[src/rtl/spi_dev_shift.sv]
// SPI responder character shift engine: synchronises sclk/cs_n/mosi into clk, shifts rx/tx characters.
// Optional sticky status (stat_clr, rx_overrun, tx_underrun) is built when SPI_DEV_STATUS_EN is defined.
module spi_dev_shift #(
    parameter int CHAR_LEN = 8,
    parameter int CNT_W    = 5
) (
    input  logic                clk,
    input  logic                rst,
    input  logic                cpol,
    input  logic                cpha,
    input  logic                lsb,
    input  logic                sclk,
    input  logic                cs_n,
    input  logic                mosi,
    output logic                miso,
    output logic                miso_oe,
    input  logic [CHAR_LEN-1:0] tx_data,
    input  logic                tx_valid,
    output logic                tx_ready,
    output logic [CHAR_LEN-1:0] rx_data,
    output logic                rx_valid,
    input  logic                rx_ready,
`ifdef SPI_DEV_STATUS_EN
    input  logic                stat_clr,
    output logic                rx_overrun,
    output logic                tx_underrun,
`endif
    output logic                busy
);

    typedef enum logic {IDLE, ACTIVE} state_t;

    localparam logic [CNT_W-1:0]    LAST = CNT_W'(CHAR_LEN - 1);
    localparam logic [CHAR_LEN-1:0] ONE  = {{(CHAR_LEN-1){1'b0}}, 1'b1};

    state_t state_q, state_d;

    logic sclk_s1_q, sclk_s2_q, sclk_h_q;
    logic cs_s1_q, cs_s2_q, cs_h_q;
    logic mosi_s1_q, mosi_s2_q, mosi_h_q;

    logic                cpol_q, cpol_d, cpha_q, cpha_d, lsb_q, lsb_d;
    logic [CNT_W-1:0]    tx_idx_q, tx_idx_d, rx_idx_q, rx_idx_d;
    logic [CHAR_LEN-1:0] tx_sr_q, tx_sr_d, buf_q, buf_d;
    logic                buf_full_q, buf_full_d, miso_q, miso_d;
    logic [CHAR_LEN-1:0] rx_sr_q, rx_sr_d, rx_data_q, rx_data_d;
    logic                rx_valid_q, rx_valid_d;
    logic                active_c;

    logic sclk_rise, sclk_fall, cs_fall, cs_rise, edge_en;
    logic lead, trail, sample, launch, load, wr, tx_lsb, complete;
    logic [CHAR_LEN-1:0] tx_src, rx_shift;
    logic [CNT_W-1:0]    pos;

    // cs_n synchroniser clears to 0 (not idle-high): if cs_n is already low when
    // reset releases, no cs_fall fires and the in-flight transaction is skipped.
    always_ff @(posedge clk or posedge rst) begin
        if (rst) begin
            sclk_s1_q <= 1'b0; sclk_s2_q <= 1'b0; sclk_h_q <= 1'b0;
            cs_s1_q   <= 1'b0; cs_s2_q   <= 1'b0; cs_h_q   <= 1'b0;
            mosi_s1_q <= 1'b0; mosi_s2_q <= 1'b0; mosi_h_q <= 1'b0;
        end else begin
            sclk_s1_q <= sclk;      sclk_s2_q <= sclk_s1_q; sclk_h_q <= sclk_s2_q;
            cs_s1_q   <= cs_n;      cs_s2_q   <= cs_s1_q;   cs_h_q   <= cs_s2_q;
            mosi_s1_q <= mosi;      mosi_s2_q <= mosi_s1_q; mosi_h_q <= mosi_s2_q;
        end
    end

    assign sclk_rise = sclk_s2_q & ~sclk_h_q;
    assign sclk_fall = ~sclk_s2_q & sclk_h_q;
    assign cs_fall   = cs_h_q & ~cs_s2_q;
    assign cs_rise   = ~cs_h_q & cs_s2_q;

    always_ff @(posedge clk or posedge rst) begin
        if (rst) state_q <= IDLE;
        else     state_q <= state_d;
    end

    always_comb begin
        state_d  = state_q;
        active_c = 1'b0;
        case (state_q)
            IDLE:    if (cs_fall) state_d = ACTIVE;
            ACTIVE: begin
                active_c = 1'b1;
                if (cs_rise) state_d = IDLE;
            end
            default: state_d = IDLE;
        endcase
    end

    assign busy    = active_c;
    assign miso_oe = active_c;

    // Edge classification; sclk edges count only inside an accepted transaction.
    always_comb begin
        edge_en  = (state_q == ACTIVE) && !cs_rise;
        lead     = edge_en && (cpol_q ? sclk_fall : sclk_rise);
        trail    = edge_en && (cpol_q ? sclk_rise : sclk_fall);
        sample   = cpha_q ? trail : lead;
        // The cs_fall launch happens before the mode latch updates, so it reads the pins.
        launch   = ((state_q == IDLE) && cs_fall && !cpha) || (cpha_q ? lead : trail);
        tx_lsb   = (state_q == IDLE) ? lsb : lsb_q;
        load     = launch && (tx_idx_q == '0);
        wr       = tx_valid && !buf_full_q;
        tx_src   = load ? (buf_full_q ? buf_q : '1) : tx_sr_q;
        pos      = tx_lsb ? tx_idx_q : LAST - tx_idx_q;
        rx_shift = lsb_q ? {mosi_h_q, rx_sr_q[CHAR_LEN-1:1]}
                         : {rx_sr_q[CHAR_LEN-2:0], mosi_h_q};
        complete = sample && (rx_idx_q == LAST);
    end

    always_comb begin
        cpol_d     = cpol_q;
        cpha_d     = cpha_q;
        lsb_d      = lsb_q;
        tx_idx_d   = tx_idx_q;
        tx_sr_d    = tx_sr_q;
        miso_d     = miso_q;
        buf_d      = buf_q;
        buf_full_d = buf_full_q;
        rx_idx_d   = rx_idx_q;
        rx_sr_d    = rx_sr_q;
        rx_data_d  = rx_data_q;
        rx_valid_d = rx_valid_q;

        if ((state_q == IDLE) && cs_fall) begin
            cpol_d = cpol;
            cpha_d = cpha;
            lsb_d  = lsb;
        end

        if (launch) begin
            tx_sr_d  = tx_src;
            miso_d   = |(tx_src & (ONE << pos));
            tx_idx_d = (tx_idx_q == LAST) ? '0 : tx_idx_q + 1'b1;
        end

        // A same-cycle write lands after the load has taken the old contents.
        if (load) buf_full_d = 1'b0;
        if (wr) begin
            buf_d      = tx_data;
            buf_full_d = 1'b1;
        end

        if (rx_valid_q && rx_ready) rx_valid_d = 1'b0;
        if (sample) begin
            rx_sr_d  = rx_shift;
            rx_idx_d = complete ? '0 : rx_idx_q + 1'b1;
        end
        if (complete) begin
            rx_data_d  = rx_shift;
            rx_valid_d = 1'b1;
        end

        if ((state_q == ACTIVE) && cs_rise) begin
            tx_idx_d = '0;
            rx_idx_d = '0;
            rx_sr_d  = '0;
            miso_d   = 1'b0;
        end
    end

    always_ff @(posedge clk or posedge rst) begin
        if (rst) begin
            cpol_q     <= 1'b0;
            cpha_q     <= 1'b0;
            lsb_q      <= 1'b0;
            tx_idx_q   <= '0;
            tx_sr_q    <= '0;
            miso_q     <= 1'b0;
            buf_q      <= '0;
            buf_full_q <= 1'b0;
            rx_idx_q   <= '0;
            rx_sr_q    <= '0;
            rx_data_q  <= '0;
            rx_valid_q <= 1'b0;
        end else begin
            cpol_q     <= cpol_d;
            cpha_q     <= cpha_d;
            lsb_q      <= lsb_d;
            tx_idx_q   <= tx_idx_d;
            tx_sr_q    <= tx_sr_d;
            miso_q     <= miso_d;
            buf_q      <= buf_d;
            buf_full_q <= buf_full_d;
            rx_idx_q   <= rx_idx_d;
            rx_sr_q    <= rx_sr_d;
            rx_data_q  <= rx_data_d;
            rx_valid_q <= rx_valid_d;
        end
    end

    assign miso     = miso_q;
    assign tx_ready = !buf_full_q;
    assign rx_data  = rx_data_q;
    assign rx_valid = rx_valid_q;

`ifdef SPI_DEV_STATUS_EN
    logic ovr_q, ovr_d, und_q, und_d;

    always_comb begin
        ovr_d = ovr_q;
        und_d = und_q;
        if (stat_clr) begin
            ovr_d = 1'b0;
            und_d = 1'b0;
        end
        if (complete && rx_valid_q && !rx_ready) ovr_d = 1'b1;
        if (load && !buf_full_q)                 und_d = 1'b1;
    end

    always_ff @(posedge clk or posedge rst) begin
        if (rst) begin
            ovr_q <= 1'b0;
            und_q <= 1'b0;
        end else begin
            ovr_q <= ovr_d;
            und_q <= und_d;
        end
    end

    assign rx_overrun  = ovr_q;
    assign tx_underrun = und_q;
`endif

endmodule

[config.mk]
export PLATFORM = sky130hd
export DESIGN_NAME = spi_dev_shift
export DESIGN_NICKNAME = d
export VERILOG_FILES = /design/src/rtl/spi_dev_shift.sv
export SDC_FILE = /design/constraint.sdc
export NUM_CORES = 1
export LEC_CHECK = 0
export BUFFER_PORTS_ARGS = -buffer_cell sky130_fd_sc_hd__buf_2
export CAP_MARGIN = 20
export CORE_ASPECT_RATIO = 1.4
export CORE_MARGIN = 2
export CORE_UTILIZATION = 40
export CTS_CLUSTER_SIZE = 14
export DETAILED_ROUTE_END_ITERATION = 8
export GPL_TIMING_DRIVEN = 1
export HOLD_SLACK_MARGIN = 0.1
export SYNTH_ARGS = -nofsm -noshare
export SYNTH_HDL_FRONTEND = slang
export SYNTH_SLANG_ARGS = --single-unit
[constraint.sdc]
create_clock -name clk -period 2.8 [get_ports clk]
set_input_delay 0.42 -clock clk [delete_from_list [all_inputs] [get_ports clk]]
set_output_delay 0.42 -clock clk [all_outputs]
set_load 0.02 [all_outputs]
==> results of run 1 <==
==> cell type report <==
type                       count  area [sq um]  share of cell area, %
clock inverter                 4          76.3                   2.42
tap                           92           115                   3.64
clock buffer                  12           135                   4.28
multi-input combinational    180          1160                   36.7
inverter                       9          33.8                   1.07
sequential                    58          1450                   46.0
timing repair buffer          35           188                   5.94
==> layer usage <==
| layer | track usage (%) | share of wire [%] | wire [um] |
|---|---|---|---|
| met5 | 0 | 0 | 0 |
| met4 | 7.83 | 2.6 | 136 |
| met3 | 4.38 | 3.4 | 177 |
| met2 | 26.9 | 52 | 2690 |
| met1 | 18.3 | 42 | 2170 |
==> registers in the layout (all words and copies together), names as in the netlist, 5 cells and up <==
signal    count
buf_q         8
rx_data       8
rx_sr_q       8
tx_sr_q       8
rx_idx_q      5
tx_idx_q      5
==> final timing paths <==
path / end / slack, ns / cells past startpoint / startpoint
worst min register to register: mosi_h_q / 0.34 / 0 / mosi_s2_q
min in group asynchronous: tx_sr_q[7] / 0.28 / 3 / rst
worst min-delay path: sclk_s1_q / 0.19 / 1 / sclk
worst max-delay path: miso / 0.42 / 9 / tx_idx_q[4]
max in group asynchronous: cpha_q / 2.06 / 3 / rst
worst max register to register: miso / 0.42 / 9 / tx_idx_q[4]
==> critical path, cell delays in order, from the launching register on <==
cell and delay (ns):
dfrtp_1 0.51, inv_1 0.11, ha_1 0.35, or3_1 0.36, mux2i_4 0.20, nand2_1 0.08, nand4_1 0.09, a21oi_1 0.05
a2111o_1 0.40, a31oi_1 0.16
==> report_power, final <==
part           total, W  internal (W)  switching [W]
sequential      0.00120       0.00103       0.000168
clock          0.000829      0.000503       0.000326
combinational  0.000733      0.000333       0.000400
total           0.00276       0.00187       0.000894
==> metrics by stage <==
step | setup slack, ns | instance area [sq um] | hold WS, ns | util (%) | std cells
after floorplan | 0.514 | 2730 | 0.331 | - | 263
after global placement | 0.493 | 2950 | 0.333 | 44.6 | 374
after detailed placement | 0.461 | 2950 | 0.336 | 44.6 | 374
after CTS | 0.436 | 3160 | 0.178 | 47.8 | 390
after global routing | 0.270 | 3160 | 0.165 | 47.8 | 390
final | 0.422 | 3160 | 0.187 | 47.8 | 390
==> synthesized netlist by cell type (3+ instances only) <==
cell,count
nor2_1,31
clkbuf_1,8
buf_2,4
nand4_1,5
nand3_1,14
dfrtp_1,58
mux2i_1,15
mux2_2,10
xnor2_1,3
a21oi_1,14
nor2b_1,4
nand2_1,19
buf_4,3
a22oi_1,3
ha_1,4
o21ai_1,20
nor3_1,4
inv_1,6
==> kinds of logic after synthesis <==
group / Yosys count / synth area share, %
AO/OA/AOI/OAI: 51 / 11.1
flip-flops: 58 / 53.2
multiplexers: 26 / 10.5
XOR/XNOR: 5 / 1.61
buffers and inverters: 25 / 4.31
AND/OR/NAND/NOR: 93 / 17.1
adder cells (fa/ha/maj): 5 / 2.20
==> out/metrics.yaml, run 1 <==
cp.required_ns: 3.06
synthFlopType: "dfrtp_1"
mostFrequentLayoutCells: "dfrtp_1, nor2_1, buf_2"
postCtsHoldBufs: 0
die_area_sq_um: 7500
drc_errors: 0
report.final.slew_viol_count: 0
area_delta_synth_final_pct: 15.8
insertion_delay_ns: 0.34
numPortBuffers: 30
synth_cells: 263
ant_nets: 0
syn_nets: 285
maxClockFrequency_mhz: 421
finalCriticalPeriod_ns: 2.38
num_vias: 1952
synth_area_leaders: "dfrtp_1, mux2i_1, nor2_1, mux2_2, o21ai_1"
core_sq_um: 6610
clock_sinks: 58
hold_class: "in -> reg"
wl_um: 5170
max_slew_margin_pct: 49.8
power.total_w: 0.00276
dp_hpwl_um: 3640
status: "completed"
layout_commonest_cell: "dfrtp_1"
cts_buffers: 9
crit_arrival_ns: 2.64
rsz0062_at_grt: "no"
synth_seq_cells: 58
maxCapViolations: 0
route.detailed.wl_per_inst_um: 13.3
fin_crit_sh_pct: 84.9
grt_max_degree: 59
clkTransAtPathRegs_ns: 0.07
crit_type: "reg -> reg"
fin_tns_setup_ns: 0
drive_above_1_share_pct: 21.8
via_per_inst: 5.01
gp_congestion: 0.818
netlist.area_leader.share_pct: 53.2
post_cts.repair.setup_buffers: 0
worst_setup_path_start_kind: "flop"
ios: 31
worst_pin_slew_ns: 0.751
die_w_um: 73.8
cts_root_buf: "clkbuf_8"
cellPowerDensity_nw_per_um2: 875
drt_iter0_drc: 119
async_flop_share_pct: 100
fin_nets: 315
avgSynthCellArea_sq_um: 10.4
clock_skew_ns: 0.00748
firstDrtPassIters: 4
grt_pass1_wl_um: 9070
yosysSeqAreaShare_pct: 53.2
synth_warnings: 0
grt_overflow: 0
first_global_vias: 2006
synth-edff-count: 0
ir_drop_mv: 0.510
power_leakage_nw: 1.47
placementRows: 35
synthDistinctLibCells: 50
start_util_pct: 41.2
die_y_um: 102
diodes: 0
critical_path.max_fanout: 8
hold_viol_final: 0
grt_usage_pct: 15.9
htree_num_levels: 3
clockBufferDepth: 2
antenna_found_initial: 0
crit_path_end_kind: "flop"
cts_tree: "built"
setup-violations-final: 0
final.fill_count: 639
syn_area_sq_um: 2730
cts-resized-gates: 0
yosysTopAreaCell: "dfrtp_1"
No activity file was read; power rests on OpenSTA's default activity.
==> inputs of run 2 (changes only) <==
==> constraint.sdc (replaced) <==
create_clock -name clk -period 2.2 [get_ports clk]
set_input_delay 0.33 -clock clk [delete_from_list [all_inputs] [get_ports clk]]
set_output_delay 0.33 -clock clk [all_outputs]
set_load 0.02 [all_outputs]
==> run 2 against run 1 <==
Wire length grew 4.0%. Die area is the same. Sequential share of layout area shrank 2.6 points. Critical endpoint unchanged.
==> out/metrics.yaml, run 2 (synthesis gave the netlist of run 1 again) <==
crit_type: "reg -> reg"
clockBufferDepth: 2
grt_overflow: 0
use_met1_pct: 22.7
grtUsageMet3_pct: 4.18
grt_usage_pct: 16.5
r2r-start: "tx_idx_q[4]"
firstDrtPassIters: 4
placed_area_sq_um: 3050
whs_ns: 0.204
placementRows: 35
fin_crit_sh_pct: 93.4
cp_slowest_cell: "a2111o_1"
fin_nets: 331
r2r_end: "miso"
power_leakage_nw: 1.57
htree_num_levels: 3
cp.required_ns: 2.46
numPortBuffers: 30
crit_arrival_ns: 2.31
dp_hpwl_um: 3870
setup-violations-final: 0
start_util_pct: 41.2
hold_class: "in -> reg"
drive_above_1_share_pct: 26.1
drt_iter0_drc: 114
final_area_sq_um: 3340
ios: 31
post_cts.repair.setup_buffers: 0
maxClockFrequency_mhz: 487
cp_cell_sequence: "inv_1, ha_4, or3_4, mux2i_4, nand2_1, nand4_1, a21oi_1, a2111o_1, a31oi_1"
route.detailed.wl_per_inst_um: 13.2
ff2ff_setup_slack_ns: 0.15
maxCapViolations: 0
grt_max_degree: 26
clkTransAtPathRegs_ns: 0.06
mostFrequentLayoutCells: "dfrtp_1, nor2_1, buf_2"
cts_root_buf: "clkbuf_8"
num_vias: 2036
max_stage_delay_ns: 0.38
grt_busiest_layer: "met2"
power.total_w: 0.00366
insertion_delay_ns: 0.34
report.final.slew_viol_count: 0
finalCriticalPeriod_ns: 2.05
core_sq_um: 6610
rsz0062_at_grt: "no"
diodes: 0
dp.cells: 386
use_met2_pct: 24.3
grt_pass1_wl_um: 9460
layout.cells.non_filler: 406
critical_path.max_fanout: 5
first_global_vias: 1973
area_delta_synth_final_pct: 22.6
ff2ff_path_depth: 9
ir_drop_mv: 0.861
via_per_inst: 5.01
max_slew_margin_pct: 63.7
wl_um: 5380
clock_sinks: 58
gp_congestion: 0.803
clock_skew_ns: 0.00595
worst_pin_slew_ns: 0.544
antenna_found_initial: 0
crit_path_end_kind: "flop"
die_area_sq_um: 7500
layout_commonest_cell: "dfrtp_1"
cts_buffers: 9
endpoint: "miso"
cellPowerDensity_nw_per_um2: 1090
die_w_um: 73.8
fin_tns_setup_ns: 0
final.fill_count: 601
drc_errors: 0
ant_nets: 0
cp-startpoint: "tx_idx_q[4]"
status: "completed"
worst_setup_path_start_kind: "flop"
cts_tree: "built"
hold_viol_final: 0
die_y_um: 102
[run 2: metal layers]
layer / wire, um / vias to the layer above / share of wire (%)
li1: - / 1021 / -
met2: 2550 / 32 / 48
met4: 112 / 0 / 2.1
met3: 160 / 10 / 3.0
met1: 2550 / 973 / 47
met5: 0 / - / 0
[run 2: how the worst min path moves through the flow]
| stage | to | slack, ns | from | depth (start not counted) |
|---|---|---|---|---|
| final | buf_q[4] | 0.20 | tx_data[4] | 3 |
| after global placement | mosi_h_q | 0.33 | mosi_s2_q | 0 |
| after floorplan | cs_s2_q | 0.33 | cs_s1_q | 0 |
| after global routing | buf_q[1] | 0.21 | tx_data[1] | 2 |
| after CTS | buf_q[4] | 0.19 | tx_data[4] | 3 |
| after detailed placement | mosi_h_q | 0.34 | mosi_s2_q | 0 |
[run 2: repair_timing]
action                                 in CTS  in global routing
hold buffers                                4                  0
endpoints found under the hold margin      26                  0
setup endpoints to repair                   0                  2
gates resized for setup                     0                  4
[run 2: layout make-up]
cell class | count | area (sq um) | share of cell area (%)
clock buffers | 12 | 155 | 4.64
well taps | 92 | 115 | 3.44
inverters | 9 | 33.8 | 1.01
clock inverters | 4 | 73.8 | 2.21
multi-input cells | 180 | 1180 | 35.4
flip-flops and latches | 58 | 1450 | 43.4
repair buffers | 51 | 330 | 9.88
[run 2: metrics by stage]
stage,util [%],worst slack [ns]
after floorplan,-,0.0279
after global placement,46.1,0.128
after detailed placement,46.1,0.102
after CTS,50.2,0.0789
after global routing,50.6,0.0164
final,50.6,0.146
[run 2: worst max-delay path, delay by kind of cell (launching register included)]
family                   cells  cell delay, ns
AO/OA/AOI/OAI                3            0.59
AND/OR/NAND/NOR              3            0.49
flip-flops                   1            0.37
adder cells (fa/ha/maj)      1            0.23
multiplexers                 1            0.17
buffers and inverters        1            0.12
[run 2: where the power goes]
part	internal (W)	switching, W
combinational	0.000493	0.000533
sequential	0.00131	0.000206
clock	0.000700	0.000415
total	0.00251	0.00115
